**src/rtl/sram_access_ctrl.sv**
```systemverilog
// sram_access_ctrl: arbitrates one writer and one reader onto an SRAM wrapper.
// A write takes one WR cycle. A read is one RD_ISSUE cycle followed by
// RD_WAIT, which collects two mem_ry beats or gives up after TIMEOUT cycles.
module sram_access_ctrl #(
    parameter int unsigned TIMEOUT = 15
) (
    input  logic        clk,
    input  logic        rst,
    input  logic        wr_req,
    input  logic [7:0]  wr_addr,
    input  logic [31:0] wr_data,
    output logic        wr_gnt,
    input  logic        rd_req,
    input  logic [7:0]  rd_addr,
    output logic        rd_gnt,
    output logic        rd_valid,
    output logic [8:0]  rd_data,
    output logic        rd_last,
    output logic        mem_we_n,
    output logic        mem_read_n,
    output logic [7:0]  mem_w_addr,
    output logic [7:0]  mem_r_addr,
    output logic [31:0] mem_wdata,
    input  logic        mem_ry,
    input  logic [8:0]  mem_data,
    output logic        busy,
    output logic        timeout_err,
    input  logic        err_clr
);

    typedef enum logic [1:0] {IDLE, WR, RD_ISSUE, RD_WAIT} state_t;

    // Count value seen in the last RD_WAIT cycle we are willing to spend.
    localparam logic [3:0] CNT_LAST = 4'(TIMEOUT - 1);

    state_t      state_q, state_d;
    logic        last_rd_q, last_rd_d;
    logic [3:0]  cnt_q, cnt_d;
    logic        beat_q, beat_d;
    logic        terr_q, terr_d;
    logic [7:0]  wr_addr_q, wr_addr_d;
    logic [31:0] wr_data_q, wr_data_d;
    logic [7:0]  rd_addr_q, rd_addr_d;

    // State register: all control and capture flops, cleared asynchronously.
    always_ff @(posedge clk or posedge rst) begin
        if (rst) begin
            state_q   <= IDLE;
            last_rd_q <= 1'b1;
            cnt_q     <= '0;
            beat_q    <= 1'b0;
            terr_q    <= 1'b0;
            wr_addr_q <= '0;
            wr_data_q <= '0;
            rd_addr_q <= '0;
        end else begin
            // NOTE: non-blocking so every flop samples pre-edge values.
            state_q   <= state_d;
            last_rd_q <= last_rd_d;
            cnt_q     <= cnt_d;
            beat_q    <= beat_d;
            terr_q    <= terr_d;
            wr_addr_q <= wr_addr_d;
            wr_data_q <= wr_data_d;
            rd_addr_q <= rd_addr_d;
        end
    end

    // Next-state: arbitration, request capture, beat counting and timeout.
    always_comb begin
        logic pick_wr;
        logic timeout_hit;
        // NOTE: hold-by-default assignments keep this block free of latches.
        state_d     = state_q;
        last_rd_d   = last_rd_q;
        cnt_d       = cnt_q;
        beat_d      = beat_q;
        wr_addr_d   = wr_addr_q;
        wr_data_d   = wr_data_q;
        rd_addr_d   = rd_addr_q;
        pick_wr     = 1'b0;
        timeout_hit = 1'b0;
        case (state_q)
            IDLE: begin
                // On a tie the side that was not served last wins.
                pick_wr = wr_req && (!rd_req || last_rd_q);
                if (pick_wr) begin
                    state_d   = WR;
                    last_rd_d = 1'b0;
                    wr_addr_d = wr_addr;
                    wr_data_d = wr_data;
                end else if (rd_req) begin
                    state_d   = RD_ISSUE;
                    last_rd_d = 1'b1;
                    rd_addr_d = rd_addr;
                end
            end
            WR: state_d = IDLE;
            RD_ISSUE: begin
                state_d = RD_WAIT;
                cnt_d   = '0;
                beat_d  = 1'b0;
            end
            RD_WAIT: begin
                if (mem_ry && beat_q) begin
                    state_d = IDLE;
                end else if (cnt_q == CNT_LAST) begin
                    state_d     = IDLE;
                    timeout_hit = 1'b1;
                end else begin
                    cnt_d = cnt_q + 4'd1;
                    if (mem_ry) beat_d = 1'b1;
                end
            end
            default: state_d = IDLE;
        endcase
        // A timeout in the same cycle as err_clr leaves the flag set.
        terr_d = (terr_q && !err_clr) || timeout_hit;
    end

    // Outputs: decoded from state; read beats pass mem_data straight through.
    always_comb begin
        busy        = (state_q != IDLE);
        wr_gnt      = (state_q == WR);
        mem_we_n    = (state_q != WR);
        rd_gnt      = (state_q == RD_ISSUE);
        mem_read_n  = (state_q != RD_ISSUE);
        rd_valid    = (state_q == RD_WAIT) && mem_ry;
        rd_last     = rd_valid && beat_q;
        rd_data     = mem_data;
        mem_w_addr  = wr_addr_q;
        mem_wdata   = wr_data_q;
        mem_r_addr  = rd_addr_q;
        timeout_err = terr_q;
    end

endmodule

```
**config.mk**
```make
export PLATFORM = sky130hd
export DESIGN_NAME = sram_access_ctrl
export DESIGN_NICKNAME = d
export VERILOG_FILES = /design/src/rtl/sram_access_ctrl.sv
export SDC_FILE = /design/constraint.sdc
export NUM_CORES = 1
export LEC_CHECK = 0
export BUFFER_PORTS_ARGS = -buffer_cell sky130_fd_sc_hd__buf_2
export CAP_MARGIN = 5
export CORE_MARGIN = 1
export CORE_UTILIZATION = 45
export CTS_BUF_LIST = sky130_fd_sc_hd__clkbuf_4 sky130_fd_sc_hd__clkbuf_8 sky130_fd_sc_hd__clkbuf_16
export DETAILED_ROUTE_END_ITERATION = 16
export PLACE_DENSITY = 0.8
export RECOVER_POWER = 100
export SLEW_MARGIN = 20
export SYNTH_ARGS = -nofsm -noshare
export SYNTH_HDL_FRONTEND = slang
export SYNTH_SLANG_ARGS = --single-unit
```
**constraint.sdc**
```tcl
create_clock -name clk -period 2.05 [get_ports clk]
set_input_delay 0.3075 -clock clk [delete_from_list [all_inputs] [get_ports clk]]
set_output_delay 0.3075 -clock clk [all_outputs]
set_load 0.03 [all_outputs]
```
# Word level (Yosys, flattened, before mapping)
# Cells that the tools add are included.
# classes
n_addsub	1
n_eq_ne	11
muxes	17
bitwise_logic	1
n_reduce_logical	19
# op_table
cell	count
$mux W1	8
$mux W2	4
$mux W4	2
$ne A2 B2 Y1 const B	4
$pmux W2 S4	1
$pmux W4 S2	1
$ne A3 B3 Y1 const B	2
$reduce_and A2 Y1	3
$reduce_and A3 Y1	2
$reduce_bool A2 Y1	3
$logic_and A1 B1 Y1	5
$add A4 B1 Y4 const B	1
$eq A2 B2 Y1 const B	2
$eq A4 B4 Y1 const B	1
$reduce_and A4 Y1	1
$eq A2 B1 Y1 const B	1
$logic_not A1 Y1	2
$logic_not A2 Y1	1
$logic_or A1 B1 Y1	2
$ne A2 B1 Y1 const B	1
$pmux W1 S2	1
$not A1 Y1	1
# word_totals
regBits	57
inputBits	63
output_inout_bits	65
elab_cells	57

# Depth between registers and ports, before layout
# Gate-level depths: netlist (run 1).
# logic_depth
depth_word	5
depth_mapped	5
depth_no_buf	5

# Worst setup path before layout (run 1)
# Ideal clock, no wire load.
# synth_path
path_type	register -> output
startpoint	register state_q[1]
endpoint	output mem_read_n
t_arrival_ps	1440
t_required_ps	1742
path_slack_ps	302
stages_incl_launch_ff	4
path_buffers	1
path_cell_list	dfrtp_1 -> buf_2 -> nor2b_1 -> inv_1
# synth_between
elab_chain_cells	1
# synth_lines
item	line	source
start: declaration	36	state_t state_q, state_d;
start signal: assignment	58	state_q <= state_d;
$ne A2 B2 Y1	127	mem_read_n = (state_q != RD_ISSUE);
end: declaration	20	output logic mem_read_n,
# Every way passes these cells.

# Final worst setup path (run 1)
# layout_path
startpoint	register state_q[1]
endpoint	output rd_gnt
# layout_between
elab_chain_cells	1
# layout_lines
item	line	source
$eq A2 B2 Y1	126	rd_gnt = (state_q == RD_ISSUE);
end: declaration	15	output logic rd_gnt,
# Every way passes these cells.

==> results of run 1 <==
cells by family (layout without fill, tap and decap cells):
logic type      after synthesis  after routing  share of synthesized area (%)
flops                        57             57                          56.10
mux                          48             48                          27.14
simple gates                 26             26                          6.245
buf+inv                      22            136                          5.850
compound gates               13             13                          3.688
fa+ha+maj                     2              2                         0.9831
path summary, 6_finish.rpt:
path,endpoint,start
worst max-delay path,rd_gnt,state_q[1]
worst min register to register,mem_wdata[16],mem_wdata[16]
worst max register to register,mem_wdata[27],state_q[1]
min in group asynchronous,mem_w_addr[6],rst
max in group asynchronous,mem_wdata[20],rst
worst min-delay path,timeout_err,err_clr
through the flow:
step	hold slack, ns	total power, mW
after floorplan	0.3775	4.271
after global placement	0.3814	4.950
after detailed placement	0.3934	5.023
after CTS	0.04409	5.940
after global routing	0.1385	5.686
final	0.1553	5.344
cell usage after synthesis (all sizes together):
cell type	instances	area, µm²
buf	15	122.6
mux2	48	690.7
nor2	2	15.01
nor2b	2	12.51
a31oi	2	12.51
o21ai	2	10.01
inv	7	26.28
and3	3	18.77
a32oi	1	8.760
or3	1	6.260
nand2b	3	18.77
nand2	5	18.77
ha	2	25.02
o211ai	1	7.510
a32o	1	10.01
dfrtp	56	1401
nor3b	1	7.510
and2	1	6.260
dfstp	1	26.28
nand4	1	6.260
a21oi	2	10.01
nor4b	1	8.760
a21boi	1	7.510
nand3	6	40.04
a311o	1	10.01
o311ai	1	8.760
o32ai	1	8.760
cell type report:
| type | count | area (µm²) |
|---|---|---|
| Sequential cell | 57 | 1428 |
| Clock inverter | 7 | 47.55 |
| Timing Repair Buffer | 113 | 505.5 |
| Multi-Input combinational cell | 89 | 809.5 |
| Inverter | 7 | 26.28 |
| Tap cell | 72 | 90.09 |
| Clock buffer | 9 | 123.9 |
| Fill cell | 548 | 2442 |
report_power, final:
| part | leakage, nW | internal (mW) | switching [mW] |
|---|---|---|---|
| Sequential | 0.687 | 1.68 | 0.318 |
| Combinational | 0.637 | 0.724 | 1.72 |
| Clock | 0.0850 | 0.434 | 0.465 |
| Total | 1.41 | 2.84 | 2.50 |
routing by layer:
layer  routed length [µm]  global-route usage, %
met4                   82                  9.245
met2                 2158                  27.35
met3                  351                  6.429
met1                 2143                  20.57
met5                    0                      0
state kept, by name, summed over array words and instances, names as in the netlist:
signal and count:
beat_q 1, cnt_q 4, last_rd_q 1, mem_r_addr 8, mem_w_addr 8, mem_wdata 32, state_q 2, timeout_err 1
placed cells by master, fill, tap and decap left out, types with 3 or more instances in the layout:
master,netlist,routed
and3_1,3,3
buf_2,2,55
buf_4,9,3
clkbuf_1,0,54
clkbuf_8,0,9
clkinv_2,0,3
dfrtp_1,56,56
inv_1,7,7
mux2_1,0,39
mux2_2,8,8
nand2_1,5,5
nand2b_1,3,3
nand3_1,4,5
==> summary.txt, run 1 <==
Worst setup path
  – Reg2Reg Depth: 4
  – Crit-path max FO: 11
  – Reg2reg setup slack: 0.43 ns
  – CP delay by family, top: buffers and inverters
  – Critical Path Slowest Stage Cell: dfrtp_1
  – Worst path arrival time: ~1.5 ns
  – Slowest stage delay, CP: ~0.35 ns
  – Critical Path Sink Type: output pin
  – Sequence of cells on the critical path: buf_4 > nor2b_1 > clkbuf_1
  – Crit path kind: reg2out
  – CP startpoint kind: flop
  – Levels on crit path: 3
  – Worst Path Required: approximately 1.7 ns
  – CP Buf/Inv Count: 2

Detailed routing
  – Vias per Instance: 4.782
  – Post-DR wirelength/cell: 13.38 µm
  – DRC: 0
  – Total Wirelength: 4.736 mm
  – DR vias: 1693
  – TritonRoute pass-1 iters: 3
  – Iteration-0 DRC Markers: 51
  – Post-route ant nets: 0

Placement
  – Pre-CTS WS: 0.3710 ns
  – Post-Place Cell Area: around 3100 µm²
  – Hpwl dp: between 3 and 4 mm
  – PortBufs: 109
  – Dpl cells: 338
  – Final RePlAce weighted congestion: 0.7765

Power
  – LEAKAGE: about 1.4 nW
  – Peak supply drop: 0.7921 mV
  – Pwr dens: 1763 nW/µm²

Floorplan
  – Core Region: 5473 µm²
  – Die area: 5960 µm²
  – Initial Util: about 47%
  – Die Y-Extent: roughly 77 µm
  – Num rows: 27
  – Die Width: 77.20 µm
  – IO Count: ~130

Clock network
  – Post-CTS setup buffer count: 0
  – Num Clock Sinks: 57
  – Hold buffer count at CTS: 0
  – Root buffer cell: clkbuf_8
  – CTS tree: yes
  – Clock Latency Late Sink: 0.34 ns
  – H-tree levels: 3
  – Cts repair resizes: 0
  – Maximum clock insertion buffer count: 2
  – Clock slew at reported path FFs: 0.07 ns
  – TritonCTS buffer count: 9

Status
  – Status: completed

STA
  – Fin. Hold Viols: 0
  – Final Max Slew Viols: 0
  – Min Clock Period, post-route: about 1.8 ns
  – Worst setup margin: 0.2894 ns
  – Slew margin rel.: between 30% and 40%
  – Setup-failing EPs final: 0
  – Unrepaired setup endpoints after global routing: no
  – Worst Tran Pin Value: 0.9518 ns
  – Setup Skew: about 0.010 ns
  – Period Utilization, post-route: 85.88%
  – Sum Neg Setup Slack: 0 ns
  – Fmax: 568.0 MHz

Synth
  – Synth Register Bits: 57
  – Syn_nets: 233
  – Syn Area/Cell: 15.15 µm²
  – Register area share after synthesis: 56.10%
  – Yosys warns: 0
  – Count of cell types in the netlist: 32
  – Synthesized cell area: 2545 µm²
  – Mapped Cells: around 170

Finish
  – Share of cells above drive strength 1: 30.50%
  – # diodes: 0
  – Final instance area: 3030 µm²
  – Nets: about 340
  – Final core occ: a little under three fifths
  – Area growth, synth to finish: 19.08%
  – Fin cells: 354

GRT
  – GRT overflow: 0
  – Largest net degree at the start of global routing: between 40 and 50
  – Initial antenna violation count: 0
  – Vias in the first global route: 1710
  – Total global-route track usage: 17.37%
  – First-pass GRT wire length: 7.783 mm

Worst hold path
  – HP Class: in2reg
  – Hold Path Depth: 2

Flow run
  – Max-Cap Viols: 0
No activity file was read; power rests on OpenSTA's default activity.
==> run 2: changes to the inputs <==
ABC_AREA = 1   (was not set)
PLACE_DENSITY = 0.81   (was 0.8)
==> run 2 against run 1 <==
  * Power decreased by 3.2%
  * Wire length rose by 12%
  * Sequential power decreased by 2%
  * Via count up 26%
  * First-iteration DRC count is 86% higher
  * Global-route usage up 2.1 points
  * Non-clock buffer count increased by 2
  * Critical path depth increased by 1
  * Final area increased by 0.83%
  * Critical endpoint unchanged
  * Largest power group unchanged
==> summary.txt, run 2 <==
Synth
  – Synthesized cell area: 2454 µm² (-3.6%)
  – Primary FF master, synth: dfrtp_1
  – Post-Synth XOR/XNOR Area: 0.3570% (+0.36 points)
  – Post-synth top cells: nand2_1, dfrtp_1, nand3_1
  – Mapped Cells: 279 (+66%)
  – Most frequent cell after synthesis: nand2_1
  – Compound-Gate Fraction of Synth Area: 2.397% (-1.3 points)
  – Post-synth ARST share: 100.0% (unchanged)
  – Post-synthesis mux area share: 0% (-27 points)
  – Synth Area in Adders: 1.020% (+0.037 points)
  – Register area share after synthesis: 58.18% (+2.1 points)
  – Syn Area/Cell: 8.794 µm² (-42%)
  – Synth Area in Simple Gates: 29.17% (+23 points)
  – Ranking of synthesized cells by area: dfrtp_1, nand2_1, buf_6
  – Main combinational cell family by area after synthesis: simple AND/OR/NAND/NOR gates
  – Area leader, netlist: dfrtp_1
  – Area share of the largest cell type after synthesis: 57.11% (+2.0 points)
  – EDFF count, synth: 0 (unchanged)
  – Count of cell types in the netlist: 21 (-34%)
  – Syn_nets: 344 (+48%)
  – Synth Register Bits: 57 (unchanged)
  – Yosys warns: 0 (unchanged)

Worst hold path
  – Min-delay src: err_clr
  – HP Class: in2reg
  – Hold path endpoint: timeout_err
  – Hold Path Depth: 2 (unchanged)

Detailed routing
  – DRC: 0 (unchanged)
  – TritonRoute pass-1 iters: 4 (+1)
  – Wl on met1: 2.361 mm (+10%)
  – Metal2 WL: 2.387 mm (+11%)
  – Vias per Instance: 4.626 (-3.3%)
  – Top layer reached by signal wires: met4
  – DR vias: 2137 (+26%)
  – Post-DR wirelength/cell: 11.46 µm (-14%)
  – Iteration-0 DRC Markers: 95 (+86%)
  – Post-route ant nets: 0 (unchanged)
  – Met3 Routed Length: 449 µm (+28%)
  – Total Wirelength: 5.293 mm (+12%)

Power
  – Pwr dens: 1692 nW/µm² (-4.0%)
  – Final Power: 5.171 mW (-3.2%)
  – LEAKAGE: 1.691 nW (+20%)
  – Peak supply drop: 0.7635 mV (-3.6%)

Clock network
  – Maximum clock insertion buffer count: 2 (unchanged)
  – Num Clock Sinks: 57 (unchanged)
  – Clock slew at reported path FFs: 0.07 ns (about the same)
  – TritonCTS buffer count: 9 (unchanged)
  – Post-CTS setup buffer count: 0 (unchanged)
  – CTS tree: yes
  – H-tree levels: 3 (unchanged)
  – Hold buffer count at CTS: 0 (unchanged)
  – Root buffer cell: clkbuf_8
  – Clock Latency Late Sink: 0.33 ns (about the same)
  – Cts repair resizes: 0 (unchanged)

STA
  – Slew margin rel.: 36.77% (+0.30 points)
  – Sum Neg Setup Slack: 0 ns (unchanged)
  – Setup-failing EPs final: 0 (unchanged)
  – Unrepaired setup endpoints after global routing: no
  – Final Max Slew Viols: 0 (unchanged)
  – Setup Skew: 0.007668 ns (-0.002692 ns)
  – Fin. Hold Viols: 0 (unchanged)
  – Worst Tran Pin Value: 0.9474 ns (-0.004428 ns)
  – Period Utilization, post-route: 84.50% (-1.4 points)
  – Fmax: 577.3 MHz (+1.6%)
  – Worst setup margin: 0.3178 ns (+0.02843 ns)
  – Min Clock Period, post-route: 1.732 ns (-0.02843 ns)

Status
  – Status: completed

Placement
  – Hpwl dp: 3.865 mm (+16%)
  – Dpl cells: 446 (+32%)
  – PortBufs: 109 (unchanged)
  – Final RePlAce weighted congestion: 0.8086 (+4.1%)
  – Pre-CTS WS: 0.5681 ns (+0.1971 ns)
  – Post-Place Cell Area: 2975 µm² (-4.0%)

Finish
  – Multi-input gate area: 785.8 µm² (-2.9%)
  – Max FFs per register: 32 (unchanged)
  – Storage cell area: 1428 µm² (unchanged)
  – Nets: 452 (+32%)
  – Most frequent cells in the layout: nand2_1, clkbuf_1, dfrtp_1, buf_2, nand3_1
  – Fin cells: 462 (+31%)
  – # diodes: 0 (unchanged)
  – Final instance area: 3055 µm² (+0.83%)
  – Layout fillers: 493 (-10%)
  – Most common cell after layout, fill and taps aside: nand2_1
  – Area growth, synth to finish: 24.53%
  – Share of cells above drive strength 1: 19.64% (-11 points)

Floorplan
  – Die area: 5752 µm² (-3.5%)
  – Initial Util: 47.44% (+0.93 points)
  – IO Count: 128 (unchanged)
  – Num rows: 26 (-3.7%)
  – Die Y-Extent: 75.84 µm (-1.8%)
  – Core Region: 5172 µm² (-5.5%)
  – Die Width: 75.84 µm (-1.8%)

Worst setup path
  – Reg2reg start: state_q[1]
  – Reg2Reg Depth: 6 (+2)
  – Worst path arrival time: 1.42 ns (-0.03 ns)
  – RR Endpoint: mem_wdata[29]
  – CP startpoint kind: flop
  – Worst Path Required: 1.74 ns (about the same)
  – Crit path kind: reg2out
  – Crit-path max FO: 9 (-2)
  – Reg2reg setup slack: 0.34 ns (-0.09 ns)
  – Critical Path Sink Type: output pin

GRT
  – GRT overflow: 0 (unchanged)
  – Initial antenna violation count: 0 (unchanged)
  – Vias in the first global route: 1840 (+7.6%)
  – Largest net degree at the start of global routing: 27 (-34%)
  – First-pass GRT wire length: 8.135 mm (+4.5%)
  – Total global-route track usage: 19.51% (+2.1 points)

Flow run
  – Max-Cap Viols: 0 (unchanged)
## run 2: cell types whose count changed in the layout (fill, tap and decap cells not counted), sizes merged, moves of 2 or more
cell	delta
clkinv	-2
a31oi	-2
inv	+6
buf	-2
clkbuf	+6
nor2	+6
nand3	+11
mux2	-48
nand2b	-3
nand2	+150
nor2b	-2
and3	-3
## run 2: power breakdown
part	internal, mW	switching, mW
Sequential	1.64	0.313
Clock	0.497	0.435
Combinational	0.528	1.76
## run 2: worst max path at each step
stage | cells past startpoint | from | to | slack (ns)
final | 4 | state_q[0] | rd_gnt | 0.32
after detailed placement | 5 | last_rd_q | mem_wdata[29] | 0.57
after global routing | 5 | last_rd_q | mem_wdata[29] | 0.18
after floorplan | 1 | rst | beat_q | 0.34
after global placement | 6 | state_q[1] | mem_wdata[14] | 0.61
after CTS | 4 | state_q[0] | rd_gnt | 0.41
## run 2: metrics by stage
stage	hold WS [ns]	utilization, %
after floorplan	0.4065	-
after global placement	0.3855	57.52
after detailed placement	0.3850	57.52
after CTS	0.02241	61.03
after global routing	0.1282	59.07
final	0.1535	59.07
## run 2: per-layer routing
layer,track usage (%),up-vias
met5,0,-
met4,9.259,0
met3,6.746,13
met2,30.48,89
met1,24.27,976
li1,-,1059
## run 2: logic make-up after synthesis
logic type / after synthesis
adder cells (fa/ha/maj): 2
buffers and inverters: 31
AO/OA/AOI/OAI: 7
XOR/XNOR: 1
AND/OR/NAND/NOR: 181
flip-flops: 57
## run 2: critical path, stage by stage (launching register included)
cell      delay (ns)
dfrtp_1         0.42
inv_1           0.09
nand2_1         0.19
inv_1           0.10
clkbuf_1        0.30
## run 2: layout make-up
type | instances | share of cell area, %
Tap cell | 70 | 2.867
Clock inverter | 5 | 0.9828
Inverter | 13 | 1.597
Multi-Input combinational cell | 191 | 25.72
Sequential cell | 57 | 46.72
Clock buffer | 11 | 4.955
Timing Repair Buffer | 115 | 17.16
